### config.mk
export PLATFORM = sky130hd
export DESIGN_NAME = interrupt_controller
export DESIGN_NICKNAME = d
export VERILOG_FILES = /design/src/rtl/interrupt_controller.sv
export SDC_FILE = /design/constraint.sdc
export NUM_CORES = 1
export LEC_CHECK = 0
export BUFFER_PORTS_ARGS = -buffer_cell sky130_fd_sc_hd__buf_2
export CORE_MARGIN = 2
export CORE_UTILIZATION = 48
export DETAILED_ROUTE_END_ITERATION = 8
export GPL_TIMING_DRIVEN = 0
export PLACE_DENSITY_LB_ADDON = 0.25
export SLEW_MARGIN = 30
export SYNTH_ARGS = -nofsm -noshare
export SYNTH_HDL_FRONTEND = slang
export SYNTH_SLANG_ARGS = --single-unit
### constraint.sdc
create_clock -name i_Clk -period 2 [get_ports i_Clk]
set_input_delay 0.1 -clock i_Clk [delete_from_list [all_inputs] [get_ports i_Clk]]
set_output_delay 0.1 -clock i_Clk [all_outputs]
set_load 0.01 [all_outputs]
### src/rtl/interrupt_controller.sv
`default_nettype none
// ============================================================================
// Module   : interrupt_controller
// Purpose  : IF/IE registers, IME with EI delay, HALT wake-up and the
//            fixed-priority 4-M-cycle interrupt dispatch sequencer.
//            Optional macro HALT_BUG_EN enables the o_Halt_Bug pulse.
// Revision : 1.0 - initial release
// ============================================================================
module interrupt_controller #(
   parameter int NUM_SOURCES = 5
) (
   input  logic                   i_Clk,
   input  logic                   i_Reset,
   input  logic [3:0]             i_Cycle_Step,
   input  logic                   i_Instruction_Boundary,
   input  logic [NUM_SOURCES-1:0] i_Interrupt_Request,
   input  logic                   i_IF_Select,
   input  logic                   i_IE_Select,
   input  logic                   i_Write,
   input  logic [7:0]             i_Data,
   output logic [7:0]             o_Data,
   input  logic                   i_EI,
   input  logic                   i_DI,
   input  logic                   i_RETI,
   input  logic                   i_Halt,
   input  logic                   i_Ack,
   output logic                   o_Dispatch_Active,
   output logic [7:0]             o_Cycle_Count,
   output logic [2:0]             o_Interrupt_Address,
   output logic                   o_IME,
   output logic                   o_Halted,
   output logic                   o_Halt_Bug
);

   typedef enum logic [1:0] {
      S_IDLE     = 2'd0,
      S_HALTED   = 2'd1,
      S_DISPATCH = 2'd2
   } state_t;

   state_t                 r_State, w_State_Next;
   logic [NUM_SOURCES-1:0] r_IF, w_IF_Next, r_Req_Prev, w_Rise, w_Pending;
   logic [7:0]             r_IE;
   logic                   r_IME, r_EI_Delay, w_Eff_En, w_Tick, w_Any;
   logic [3:0]             r_Count, w_Count_Next;
   logic [2:0]             r_Index, w_Index_Next, w_Select;
   logic                   w_Halt_Skip;
   logic                   w_unused_bits;

   assign w_Tick    = i_Instruction_Boundary & i_Cycle_Step[3];
   assign w_Rise    = i_Interrupt_Request & ~r_Req_Prev;
   assign w_Pending = r_IF & r_IE[NUM_SOURCES-1:0];
   assign w_Any     = |w_Pending;
   assign w_Eff_En  = r_IME | r_EI_Delay;

   // Lowest set bit wins: scan from the top so the last hit is the lowest.
   always_comb begin
      w_Select = 3'd0;
      for (int i = NUM_SOURCES - 1; i >= 0; i--) begin
         if (w_Pending[i]) w_Select = 3'(i);
      end
   end

   // Precedence per bit: request edge > register write > acknowledge.
   always_comb begin
      w_IF_Next = r_IF;
      for (int i = 0; i < NUM_SOURCES; i++) begin
         if (i_Ack && (r_Index == 3'(i))) w_IF_Next[i] = 1'b0;
      end
      if (i_Write && i_IF_Select) w_IF_Next = i_Data[NUM_SOURCES-1:0];
      w_IF_Next = w_IF_Next | w_Rise;
   end

   always_ff @(posedge i_Clk or posedge i_Reset) begin
      if (i_Reset) begin
         r_IF       <= '0;
         r_Req_Prev <= '0;
         r_IE       <= 8'h00;
      end else begin
         r_IF       <= w_IF_Next;
         r_Req_Prev <= i_Interrupt_Request;
         if (i_Write && i_IE_Select) r_IE <= i_Data;
      end
   end

   assign o_Data = i_IF_Select ? {{(8 - NUM_SOURCES){1'b1}}, r_IF} :
                   i_IE_Select ? r_IE : 8'h00;

   always_ff @(posedge i_Clk or posedge i_Reset) begin
      if (i_Reset) begin
         r_IME      <= 1'b0;
         r_EI_Delay <= 1'b0;
      end else if (i_DI) begin
         r_IME      <= 1'b0;
         r_EI_Delay <= 1'b0;
      end else begin
         if (i_RETI) r_IME <= 1'b1;
         if (w_Tick) begin
            if (r_EI_Delay) begin
               r_IME      <= 1'b1;
               r_EI_Delay <= 1'b0;
            end
            if (i_EI) r_EI_Delay <= 1'b1;
         end
      end
   end

   always_ff @(posedge i_Clk or posedge i_Reset) begin
      if (i_Reset) begin
         r_State <= S_IDLE;
         r_Count <= 4'h0;
         r_Index <= 3'd0;
      end else begin
         r_State <= w_State_Next;
         r_Count <= w_Count_Next;
         r_Index <= w_Index_Next;
      end
   end

   always_comb begin
      w_State_Next = r_State;
      w_Count_Next = r_Count;
      w_Index_Next = r_Index;
      w_Halt_Skip  = 1'b0;
      case (r_State)
         S_IDLE: begin
            if (w_Tick) begin
               if (w_Eff_En && w_Any) begin
                  w_State_Next = S_DISPATCH;
                  w_Index_Next = w_Select;
                  w_Count_Next = 4'h1;
               end else if (i_Halt && !w_Any) begin
                  w_State_Next = S_HALTED;
               end else if (i_Halt) begin
                  w_Halt_Skip = 1'b1;
               end
            end
         end
         S_HALTED: begin
            if (i_Cycle_Step[3] && w_Any) begin
               if (r_IME) begin
                  w_State_Next = S_DISPATCH;
                  w_Index_Next = w_Select;
                  w_Count_Next = 4'h1;
               end else begin
                  w_State_Next = S_IDLE;
               end
            end
         end
         S_DISPATCH: begin
            if (i_Cycle_Step[3]) begin
               if (r_Count == 4'h8) begin
                  w_State_Next = S_IDLE;
                  w_Count_Next = 4'h0;
               end else begin
                  w_Count_Next = r_Count << 1;
               end
            end
         end
         default: begin
            w_State_Next = S_IDLE;
            w_Count_Next = 4'h0;
         end
      endcase
   end

   assign o_Dispatch_Active   = (r_State == S_DISPATCH);
   assign o_Halted            = (r_State == S_HALTED);
   assign o_Cycle_Count       = {4'h0, r_Count};
   assign o_Interrupt_Address = r_Index;
   assign o_IME               = r_IME;

`ifdef HALT_BUG_EN
   assign o_Halt_Bug    = w_Halt_Skip & ~r_IME;
   assign w_unused_bits = ^i_Cycle_Step[2:0];
`else
   assign o_Halt_Bug    = 1'b0;
   assign w_unused_bits = ^{i_Cycle_Step[2:0], w_Halt_Skip};
`endif

endmodule
`default_nettype wire

# == After elaboration in Yosys (flattened, before gate mapping) ==
# Cells that the tools add are included.
# totals
output_inout_bits,23
in_bits,28
regBits,29
# classes
n_reduce_logical,19
n_mux,40
bitwise_logic,6
n_eq_ne,14
# ops
op,count
$mux 3,9
$mux 4,6
$mux 8,2
$reduce_and 5->1,3
$mux 2,7
$mux 1,12
$pmux 4 s3,1
$and 5x5->5,2
$logic_and 1x1->1,10
$eq 3x2->1 const B,2
$ne 2x1->1 const B,3
$ne 2x2->1 const B,3
$pmux 2 s3,1
$pmux 3 s2,1
$mux 5,1
$not 5->5,1
$or 5x5->5,1
$reduce_or 5->1,1
$eq 4x4->1 const B,1
$reduce_bool 2->1,2
$eq 3x1->1 const B,1
$eq 3x3->1 const B,1
$logic_not 3->1,1
$ne 3x3->1 const B,1
6 further kinds,6

# == Longest topological paths before layout ==
# Gate-level depths: netlist (run 1).
# depth
word_depth,9
mapped_depth,4
ltp_nobuf,4

# == Worst setup path after synthesis (run 1) ==
# OpenSTA, ideal clock, no wires.
# synth_path
path_type,reg-to-reg
from,register r_State[0]
to,register r_Index[0] (netlist: o_Interrupt_Address[0])
setup_ns,0.128
t_arrival_ns,1.379
n_path_buf,0
path_slack_ns,0.494
path_stages_with_launch,5
required_time_ns,1.872
path_cell_list,dfrtp_1 > nand2b_4 > a2111oi_4 > nand2_2 > mux2_1
# synth_between
elab_chain_cells,3
elab_cells_between_ends,9
# synth_rtl
item,line,rtl
start: declaration,41,"state_t r_State, w_State_Next;"
start signal: assignment,114,r_State <= w_State_Next;
$eq 2x1->1 or $logic_not 2->1 (tied branches),125,case (r_State)
"$ne 2x1->1 (no line), or another cell as far along",--,
$reduce_and 5->1 (no line),--,
end signal: assignment,116,r_Index <= w_Index_Next;
end: declaration,46,"logic [2:0] r_Index, w_Index_Next, w_Select;"
# Several ways; a longest one is shown, not always the timed one.
# A chain may end at the register's enable or synchronous reset.

# == Worst setup path after layout (run 1) ==
# Ends and elaborated chain as after synthesis.

==> flow_metrics.env, run 1 <==
export IMPL_outcome="completed"
export IMPL_area_growth_syn_to_layout_pct=32.0
export IMPL_yosys_area_share_xor_xnor_pct=0
export IMPL_p_sw_share_pct=32.1
export IMPL_root_buffer="clkbuf_4"
export IMPL_grt_max_degree=30
export IMPL_power_share_clock_pct=26.0
export IMPL_grt_pass1_vias=1142
export IMPL_synth_most_common_cell="dfrtp_1"
export IMPL_p_sw_mw=0.608
export IMPL_seqPwrFrac_pct=45.8
export IMPL_hold_path_class="in2reg"
export IMPL_fin_cells=222
export IMPL_synth_compound_area_share_pct=17.5
export IMPL_synth_cell_types=31
export IMPL_cap_violations=0
export IMPL_grt_pass1_wl_um=4890
export IMPL_slew_violations=0
export IMPL_grt_setup_unrepaired="false"
export IMPL_timing_hold_ws_ns=0.0158
export IMPL_yosysTopAreaCell="dfrtp_1"
export IMPL_clkLatencyLatePin_ns=0.32
export IMPL_ys_flop_type="dfrtp_1"
export IMPL_regArea_um2=726
export IMPL_cts_buffers=5
export IMPL_drc=0
export IMPL_synth_edf_count=0
export IMPL_vdd_ir_drop_max_mv=0.907
export IMPL_max_slew_margin_pct=60.6
export IMPL_initial_utilization_pct=50.3
export IMPL_overflow=0
export IMPL_synth_top_family_by_area="compound AO/OA/AOI/OAI gates"
export IMPL_place_ws_ns=0.375
export IMPL_cts_htree_levels=2
export IMPL_nets=218
export IMPL_post_drt_wl_per_cell_um=13.3
export IMPL_die_area_um2=3330
export IMPL_core_area_um2=2760
export IMPL_cts_reportedPaths_clkPinSlew_ns=0.09
export IMPL_yosys_warnings=0
export IMPL_antenna_left=0
export IMPL_dp_hpwl_um=2180
export IMPL_post_place_cells=204
export IMPL_die_h_um=57.7
export IMPL_intPower_mw=1.29
export IMPL_cp_start_kind="register"
export IMPL_ys_ff_latch=29
export IMPL_post_cts_buffers=0
export IMPL_synth_top_cell_area_share_pct=52.3
export IMPL_drt_iter0_drc=63
export IMPL_setup_viol=0
export IMPL_fillers=221
export IMPL_clkSinkCount=29
export IMPL_routabilityCongestion=0.813
export IMPL_synthesis_area_um2=1390
export IMPL_io_pins=51
export IMPL_worst_slew_pin_slew_ns=0.590
export IMPL_syn_area_per_cell_um2=10.8
export IMPL_hold_viol=0
export IMPL_die_w_um=57.7
export IMPL_synthAdderAreaFrac_pct=0
export IMPL_grt_antenna_before_repair=0
export IMPL_muxShareOfSynthArea_pct=8.12
export IMPL_numPortBuffers=41
export IMPL_num_rows=19
export IMPL_drt_pre_antenna_iters=4
export IMPL_cts_tree="done"
export IMPL_diodes=0
export IMPL_grt_usage_pct=19.0
export IMPL_fin_crit_ns=1.64
export IMPL_finalPower_mw=1.89
export IMPL_worst_slack_ns=0.357
export IMPL_cp_arrival_ns=1.85
export IMPL_synth_async_sr_flop_share_pct=100
export IMPL_finalSetupTns_ns=0
export IMPL_power_leakage_nw=0.888
export IMPL_finalCritPeriodShare_pct=82.2
export IMPL_pwr_density_cell_nw_per_um2=1040
export IMPL_drive_gt1_share_pct=34.6
export IMPL_fmaxAchievable_mhz=609
export IMPL_fin_worst_skew_ns=0.0118
export IMPL_synthSimpleGateAreaFrac_pct=17.4
export IMPL_synthTopCellsByArea="dfrtp_1 (52%), mux2_2 (6.5%), a22o_1 (5.7%)"
export IMPL_syn_instance_count=128
export IMPL_seq_area_frac_synth_pct=52.3
export IMPL_routed_wl_um=2960
export IMPL_cp_end_kind="register"
export IMPL_combPwrFrac_pct=28.2
export IMPL_path_class="reg2reg"
export IMPL_vias=1196
export IMPL_vias_per_cell=5.39
export IMPL_path_max_fanout=6
export IMPL_multi_input_area_um2=616
export IMPL_synth_common_cells="dfrtp_1 (29), nand3_1 (14), nand2_1 (13), a22o_1 (9), mux2_2 (8)"
export IMPL_cp_required_ns=2.21
export IMPL_clockBufferDepth=2
-- what timing repair did --
action | CTS | global route
hold endpoints to repair | 41 | 0
resized for setup | 0 | 0
hold buffers | 10 | 0
-- worst max-delay path, stage by stage, from the launching register on --
cell	delay [ns]
dfrtp_1	0.43
nand2b_4	0.18
a2111oi_4	0.49
nand2_2	0.11
mux2_1	0.33
-- final timing paths --
check / slack, ns / start / to / cells after the start
worst min-delay path: 0.02 / i_Data[0] / r_IE[0]$_DFFE_PP0P_ / 2
worst max register to register: 0.36 / r_State[0]$_DFFE_PP0P_ / o_Interrupt_Address[0]$_DFFE_PP0P_ / 4
worst min register to register: 0.51 / r_Req_Prev[2]$_DFF_PP0_ / r_IF[2]$_DFF_PP0_ / 2
min in group asynchronous: 0.38 / i_Reset / r_Req_Prev[4]$_DFF_PP0_ / 3
max in group asynchronous: 1.22 / i_Reset / o_IME$_DFF_PP0_ / 3
worst max-delay path: 0.36 / r_State[0]$_DFFE_PP0P_ / o_Interrupt_Address[0]$_DFFE_PP0P_ / 4
-- flip-flops by register name, summed over array words and instances (netlist names) --
name	flops
r_Req_Prev	5
o_IME	1
r_EI_Delay	1
r_State	2
r_IF	5
r_IE	8
o_Interrupt_Address	3
r_Count	4
-- metal layers --
layer	part of all wire, %	vias to the layer above	global-route usage, %	wire length (um)
met1	44	564	24.2	1310
met4	1.1	0	5.98	33
met2	48	42	31.0	1410
li1	-	585	-	-
met3	7.3	5	6.03	215
met5	0	-	0	0
-- placed cells by master, fill, tap and decap left out, drive strengths merged --
cell type and count:
a2111oi 1, a21o 3, a21oi 4, a22o 9
a22oi 2, a311oi 1, a31o 1, a31oi 3
a32oi 1, and2 1, and2b 1, buf 46
bufinv 1, clkbuf 9, conb 5, dfrtp 29
dlygate4sd3 10, inv 4, mux2 10, nand2 14
nand2b 5, nand3 14, nand4b 1, nor2 5
nor2b 4, nor3 1, nor4 1, o211ai 2
o21ai 2, o221ai 1
-- power by group through the flow --
stage	registers [mW]	clock network [mW]	logic, mW
after CTS	0.866	0.503	0.543
after detailed placement	0.874	0	0.526
after global placement	0.868	0	0.512
final	0.867	0.493	0.534
after floorplan	0.872	0	0.317
after global routing	0.890	0.522	0.592
-- layout make-up --
type	count	share of cell area (%)
sequential	29	39.6
tap	31	2.12
clock inverter	1	1.64
buffer	7	2.46
multi-input combinational	92	33.6
inverter	4	0.820
clock buffer	7	3.01
timing repair buffer	51	16.7
-- cell families after synthesis --
family | Yosys count
multiplexers | 10
AO/OA/AOI/OAI | 30
buffers and inverters | 11
flip-flops | 29
other | 1
AND/OR/NAND/NOR | 47
-- through the flow --
step	util, %	cell area (um^2)
floorplan	-	1400
global placement	59.7	1650
detailed placement	59.7	1650
CTS	66.4	1830
global route	66.4	1830
finish	66.4	1830
Power figures use the tool's default switching activity.
==> run 2, diff against run 1 <==
--- a/config.mk
+++ b/config.mk
@@ -7,7 +7,7 @@
 export LEC_CHECK = 0
 export BUFFER_PORTS_ARGS = -buffer_cell sky130_fd_sc_hd__buf_2
 export CORE_MARGIN = 2
-export CORE_UTILIZATION = 48
+export CORE_UTILIZATION = 43
 export DETAILED_ROUTE_END_ITERATION = 8
 export GPL_TIMING_DRIVEN = 0
 export PLACE_DENSITY_LB_ADDON = 0.25
==> constraint.sdc (replaced) <==
create_clock -name i_Clk -period 1.5 [get_ports i_Clk]
set_input_delay 0.075 -clock i_Clk [delete_from_list [all_inputs] [get_ports i_Clk]]
set_output_delay 0.075 -clock i_Clk [all_outputs]
set_load 0.01 [all_outputs]
==> flow_metrics.env, run 2 (same netlist as run 1, synthesis figures left out) <==
export IMPL_path_buf_inv=0
export IMPL_violations="negative setup slack"
export IMPL_cp_end_kind="register"
export IMPL_fin_worst_skew_ns=0.00388
export IMPL_grt_pass1_vias=1212
export IMPL_cts_buffers=5
export IMPL_initial_utilization_pct=45.4
export IMPL_vias_per_cell=5.03
export IMPL_die_h_um=60.8
export IMPL_antenna_left=0
export IMPL_cp_arrival_ns=1.73
export IMPL_finalCritPeriodShare_pct=101
export IMPL_crit_slowest_cell="dfrtp_1"
export IMPL_pwr_density_cell_nw_per_um2=1270
export IMPL_mostFrequentLayoutCells="buf_2 (41), dfrtp_1 (29), dlygate4sd3_1 (17)"
export IMPL_path_class="reg2reg"
export IMPL_grt_pass1_wl_um=5140
export IMPL_hold_viol=0
export IMPL_top_regs="r_IE x8, r_IF x5, r_Req_Prev x5"
export IMPL_slew_violations=0
export IMPL_routabilityCongestion=0.770
export IMPL_min_to="r_IF[4]$_DFF_PP0_"
export IMPL_finalCoreUtilization_pct=64.8
export IMPL_clkSinkCount=29
export IMPL_root_buffer="clkbuf_4"
export IMPL_cp_required_ns=1.72
export IMPL_final_common_cell="buf_2"
export IMPL_top_register="r_IE"
export IMPL_worst_r2r_endpoint="o_Interrupt_Address[1]$_DFFE_PP0P_"
export IMPL_cpLargestDelayFamily="flip-flops"
export IMPL_grt_usage_pct=19.5
export IMPL_crit_chain="nand2b_4 > a2111oi_4 > nand2_2 > mux2_4"
export IMPL_nets=233
export IMPL_worst_path_stages=4
export IMPL_hp_start="i_Ack"
export IMPL_regArea_um2=726
export IMPL_worst_slew_pin_slew_ns=0.607
export IMPL_cap_violations=0
export IMPL_die_w_um=60.8
export IMPL_vdd_ir_drop_max_mv=0.572
export IMPL_max_stage_delay_ns=0.42
export IMPL_diodes=0
export IMPL_fillers=258
export IMPL_drt_pre_antenna_iters=4
export IMPL_drc=0
export IMPL_dp_hpwl_um=2240
export IMPL_hold_path_class="in2reg"
export IMPL_max_slew_margin_pct=59.5
export IMPL_drive_gt1_share_pct=38.3
export IMPL_post_drt_wl_per_cell_um=13.0
export IMPL_finalPower_mw=2.52
export IMPL_largest_reg_flops=8
export IMPL_reg2reg_slack_ns=-0.008
export IMPL_routed_wl_um=3250
export IMPL_holdPathStages=3
export IMPL_fin_crit_ns=1.51
export IMPL_die_area_um2=3690
export IMPL_io_pins=51
export IMPL_core_area_um2=3050
export IMPL_clkLatencyLatePin_ns=0.33
export IMPL_grt_antenna_before_repair=0
export IMPL_grt_setup_unrepaired="true"
export IMPL_r2r_start="r_State[0]$_DFFE_PP0P_"
export IMPL_vias=1257
export IMPL_drt_iter0_drc=47
export IMPL_fmaxAchievable_mhz=663
export IMPL_outcome="complete, but fails checks"
export IMPL_overflow=0
export IMPL_worst_slack_ns=-0.00837
export IMPL_multi_input_area_um2=633
export IMPL_num_rows=20
export IMPL_cts_tree="done"
export IMPL_cts_reportedPaths_clkPinSlew_ns=0.09
export IMPL_cts_htree_levels=2
export IMPL_setup_viol=2
export IMPL_grt_max_degree=30
export IMPL_path_max_fanout=4
export IMPL_numPortBuffers=41
export IMPL_area_growth_syn_to_layout_pct=42.8
export IMPL_power_leakage_nw=0.963
export IMPL_cp_start_kind="register"
export IMPL_worst_r2r_path_depth=4
export IMPL_clockBufferDepth=2
[run 2: cell types whose count changed in the layout (fill, tap and decap cells not counted)]
cell,previous run,this run
a22oi_1,2,0
clkbuf_1,3,2
mux2_4,0,2
mux2_1,2,0
clkbuf_8,1,2
clkinv_2,0,1
buf_4,5,13
bufinv_16,1,0
dlygate4sd3_1,10,17
a22oi_2,0,2
[run 2: routing by layer]
layer  track usage (%)  share of wire, %  vias up
li1                  -                 -      614
met3              7.25               5.1        6
met1              20.0                41      606
met4              6.83               1.5        0
met2              36.1                52       31
met5                 0                 0        -
[run 2: what timing repair did]
item	in CTS	in global routing
cloned	0	0
buffers inserted	5	3
hold endpoints to repair	48	0
endpoints found under the setup margin	5	7
pin swaps	5	5
hold buffers	17	0
gates resized for setup	2	2
[run 2: worst max path at each step]
stage | start | end | slack [ns]
2_1_floorplan | r_State[0]$_DFFE_PP0P_ | o_Interrupt_Address[0]$_DFFE_PP0P_ | 0.05
3_3_place_gp | r_IF[3]$_DFF_PP0_ | o_Interrupt_Address[1]$_DFFE_PP0P_ | -0.09
3_5_place_dp | r_IF[1]$_DFF_PP0_ | o_Interrupt_Address[1]$_DFFE_PP0P_ | -0.09
4_1_cts | r_State[0]$_DFFE_PP0P_ | o_Interrupt_Address[1]$_DFFE_PP0P_ | -0.003
5_1_grt | r_IF[3]$_DFF_PP0_ | o_Interrupt_Address[0]$_DFFE_PP0P_ | -0.07
6_report | r_State[0]$_DFFE_PP0P_ | o_Interrupt_Address[1]$_DFFE_PP0P_ | -0.008
[run 2: stage by stage]
stage / TNS (ns) / hold slack (ns) / cells / instance area, um^2 / setup slack, ns
floorplan: 0 / 0.106 / 132 / 1400 / 0.0468
global route: -0.137 / 0.0877 / 250 / 1980 / -0.0682
detailed placement: -0.188 / 0.191 / 217 / 1660 / -0.0943
global placement: -0.180 / 0.197 / 217 / 1660 / -0.0907
CTS: -0.00579 / 0.0977 / 247 / 1950 / -0.00337
finish: -0.0158 / 0.103 / 250 / 1980 / -0.00837
[run 2: area by class of cell]
cell class              instances  area share, %
inverters                       4          0.759
clock buffers                   7           3.29
clock inverters                 1          0.253
multi-input cells              92           32.0
flip-flops and latches         29           36.7
plain buffers                   7           2.28
well taps                      44           2.78
repair buffers                 66           22.0
[run 2: power breakdown]
part	total (mW)	internal, mW	switching (mW)
combinational	0.827	0.447	0.380
clock	0.538	0.271	0.267
sequential	1.16	0.955	0.203
[run 2: worst min-delay path: cells and delay by family]
family | cells | cell delay (ns)
compound gates | 1 | 0.15
buf+inv | 1 | 0.11
simple gates | 1 | 0.08
==> run 3, diff against run 2 <==
--- a/config.mk
+++ b/config.mk
@@ -5,9 +5,10 @@
 export SDC_FILE = /design/constraint.sdc
 export NUM_CORES = 1
 export LEC_CHECK = 0
+export ABC_AREA = 1
 export BUFFER_PORTS_ARGS = -buffer_cell sky130_fd_sc_hd__buf_2
-export CORE_MARGIN = 2
-export CORE_UTILIZATION = 43
+export CORE_MARGIN = 8
+export CORE_UTILIZATION = 45
 export DETAILED_ROUTE_END_ITERATION = 8
 export GPL_TIMING_DRIVEN = 0
 export PLACE_DENSITY_LB_ADDON = 0.25
==> flow_metrics.env, run 3 <==
export IMPL_cts_buffers=5
export IMPL_combPwrFrac_pct=38.7
export IMPL_syn_area_per_cell_um2=8.14
export IMPL_p_sw_mw=1.02
export IMPL_cp_end_kind="register"
export IMPL_post_cts_buffers=0
export IMPL_outcome="completed"
export IMPL_largest_reg_flops=8
export IMPL_cp_arrival_ns=1.57
export IMPL_grt_usage_pct=13.3
export IMPL_grt_pass1_wl_um=5600
export IMPL_initial_utilization_pct=46.3
export IMPL_power_leakage_nw=1.10
export IMPL_path_max_fanout=4
export IMPL_seqPwrFrac_pct=42.6
export IMPL_drt_iter0_drc=58
export IMPL_mostFrequentLayoutCells="nand2_1 (50), buf_2 (41), dfrtp_1 (29)"
export IMPL_fmaxAchievable_mhz=748
export IMPL_top_register="r_IE"
export IMPL_nets=276
export IMPL_synth_common_cells="nand2_1 (50), dfrtp_1 (29), inv_1 (24), nand3_1 (20), nor2_1 (12)"
export IMPL_hold_viol=0
export IMPL_drive_gt1_share_pct=31.5
export IMPL_synthTopCellsByArea="dfrtp_1 (48%), nand2_1 (12%), nand3_1 (6.6%)"
export IMPL_finalCritPeriodShare_pct=89.1
export IMPL_clkSinkCount=29
export IMPL_max_slew_margin_pct=60.4
export IMPL_holdPathStages=3
export IMPL_power_share_clock_pct=18.7
export IMPL_fin_cells=294
export IMPL_synth_top_cell_area_share_pct=47.7
export IMPL_setup_viol=0
export IMPL_drc=0
export IMPL_synth_cell_types=25
export IMPL_dp_hpwl_um=2590
export IMPL_yosysTopAreaCell="dfrtp_1"
export IMPL_fin_worst_skew_ns=0.00667
export IMPL_min_to="r_IE[2]$_DFFE_PP0P_"
export IMPL_hp_start="i_Data[2]"
export IMPL_reg2reg_slack_ns=0.16
export IMPL_area_growth_syn_to_layout_pct=28.1
export IMPL_num_rows=21
export IMPL_cts_htree_levels=2
export IMPL_cp_start_kind="register"
export IMPL_post_drt_wl_per_cell_um=11.4
export IMPL_finalSetupTns_ns=0
export IMPL_routed_wl_um=3370
export IMPL_top_regs="r_IE x8, r_IF x5, r_Req_Prev x5"
export IMPL_post_place_cells=277
export IMPL_ys_ff_latch=29
export IMPL_synthesis_area_um2=1520
export IMPL_syn_instance_count=187
export IMPL_synth_async_sr_flop_share_pct=100
export IMPL_grt_antenna_before_repair=0
export IMPL_vias=1334
export IMPL_synth_edf_count=0
export IMPL_numPortBuffers=40
export IMPL_vdd_ir_drop_max_mv=0.977
export IMPL_drt_pre_antenna_iters=4
export IMPL_cts_reportedPaths_clkPinSlew_ns=0.09
export IMPL_cts_tree="done"
export IMPL_die_w_um=74.1
export IMPL_finalPower_mw=2.60
export IMPL_core_area_um2=3280
export IMPL_slew_violations=0
export IMPL_vias_per_cell=4.54
export IMPL_path_class="reg2reg"
export IMPL_antenna_left=0
export IMPL_p_sw_share_pct=39.2
export IMPL_fin_crit_ns=1.34
export IMPL_clockBufferDepth=2
export IMPL_die_h_um=74.1
export IMPL_synth_most_common_cell="nand2_1"
export IMPL_yosys_warnings=0
export IMPL_r2r_start="r_IF[3]$_DFF_PP0_"
export IMPL_pwr_density_cell_nw_per_um2=1330
export IMPL_place_ws_ns=0.182
export IMPL_worst_slew_pin_slew_ns=0.593
export IMPL_clkLatencyLatePin_ns=0.33
export IMPL_routabilityCongestion=0.841
export IMPL_ys_flop_type="dfrtp_1"
export IMPL_seq_area_frac_synth_pct=47.7
export IMPL_diodes=0
export IMPL_cap_violations=0
export IMPL_grt_setup_unrepaired="false"
export IMPL_die_area_um2=5500
export IMPL_fillers=324
export IMPL_io_pins=51
export IMPL_root_buffer="clkbuf_4"
export IMPL_final_common_cell="nand2_1"
export IMPL_worst_r2r_endpoint="r_Count[3]$_DFFE_PP0P_"
export IMPL_hold_path_class="in2reg"
export IMPL_intPower_mw=1.58
export IMPL_cp_required_ns=1.73
export IMPL_grt_pass1_vias=1325
export IMPL_worst_r2r_path_depth=9
export IMPL_grt_max_degree=30
export IMPL_worst_slack_ns=0.163
export IMPL_overflow=0
[run 3: cell count changes after synthesis, sizes merged, moves of 3 or more]
cell	previous run	this run
nand2b	5	0
o21ai	2	5
nand3	14	21
nand4	0	3
a21o	3	0
a22o	9	0
nand2	14	61
mux2	10	3
a31oi	3	0
nor2b	4	0
inv	4	27
o221ai	1	5
nor2	5	16
[run 3: how the worst max path moves through the flow]
stage | startpoint | end | slack, ns | cells past startpoint
after floorplan | o_IME$_DFF_PP0_ | r_Count[1]$_DFFE_PP0P_ | 0.28 | 7
after global placement | r_IE[2]$_DFFE_PP0P_ | r_Count[0]$_DFFE_PP0P_ | 0.19 | 11
after detailed placement | r_IF[3]$_DFF_PP0_ | r_Count[3]$_DFFE_PP0P_ | 0.18 | 9
after CTS | r_IF[3]$_DFF_PP0_ | o_Interrupt_Address[1]$_DFFE_PP0P_ | 0.16 | 10
after global routing | r_IF[3]$_DFF_PP0_ | o_Interrupt_Address[2]$_DFFE_PP0P_ | 0.04 | 10
final | r_IF[3]$_DFF_PP0_ | r_Count[3]$_DFFE_PP0P_ | 0.16 | 9
[run 3: critical path, cell delays in order (launching register included)]
cell	delay, ns
dfrtp_1	0.43
nand2_2	0.08
nand2_2	0.07
nor2_2	0.04
nand2_2	0.08
nand2_2	0.06
a21oi_1	0.18
nand3_2	0.15
nand2_1	0.09
nand2_1	0.05
[run 3: through the flow]
step	instance area, um^2	utilization (%)	hold WS (ns)
final	1950	59.4	0.0225
after global routing	1950	59.4	0.0389
after CTS	1950	59.4	0.0156
after detailed placement	1790	54.6	0.178
after global placement	1790	54.6	0.197
after floorplan	1540	-	0.106
[run 3: what timing repair did]
item | CTS | global route
gates resized for setup | 0 | 0
hold endpoints to repair | 39 | 0
hold buffers | 10 | 0
[run 3: power by group through the flow]
stage	Combinational [mW]	Sequential, mW	Clock [mW]
3_3_place_gp	0.984	1.12	0
4_1_cts	1.02	1.11	0.494
2_1_floorplan	0.673	1.13	0
5_1_grt	1.14	1.14	0.523
6_report	1.01	1.11	0.486
3_5_place_dp	0.991	1.12	0
[run 3: cell type report]
class | instances | area (um^2) | area share [%]
timing repair buffer | 50 | 300 | 15.4
sequential | 29 | 726 | 37.2
multi-input combinational | 127 | 659 | 33.8
tap | 46 | 57.6 | 2.95
clock buffer | 7 | 55.1 | 2.82
buffer | 8 | 50.0 | 2.57
inverter | 27 | 101 | 5.20
[run 3: cell families (layout without fill, tap and decap cells)]
kind of cell | Yosys count | in the layout | share of synthesized area, %
and+or+nand+nor | 105 | 105 | 33.9
buffers and inverters | 35 | 92 | 9.95
DFF | 29 | 29 | 47.7
AOI/OAI and AO/OA | 14 | 14 | 6.00
muxes | 3 | 3 | 2.22
other | 1 | 5 | 0.246
[run 3: routing by layer]
metal / wire length (um) / track usage [%]
met5: 0 / 0
met4: 37 / 6.21
met3: 338 / 5.12
met2: 1470 / 20.9
met1: 1520 / 15.7
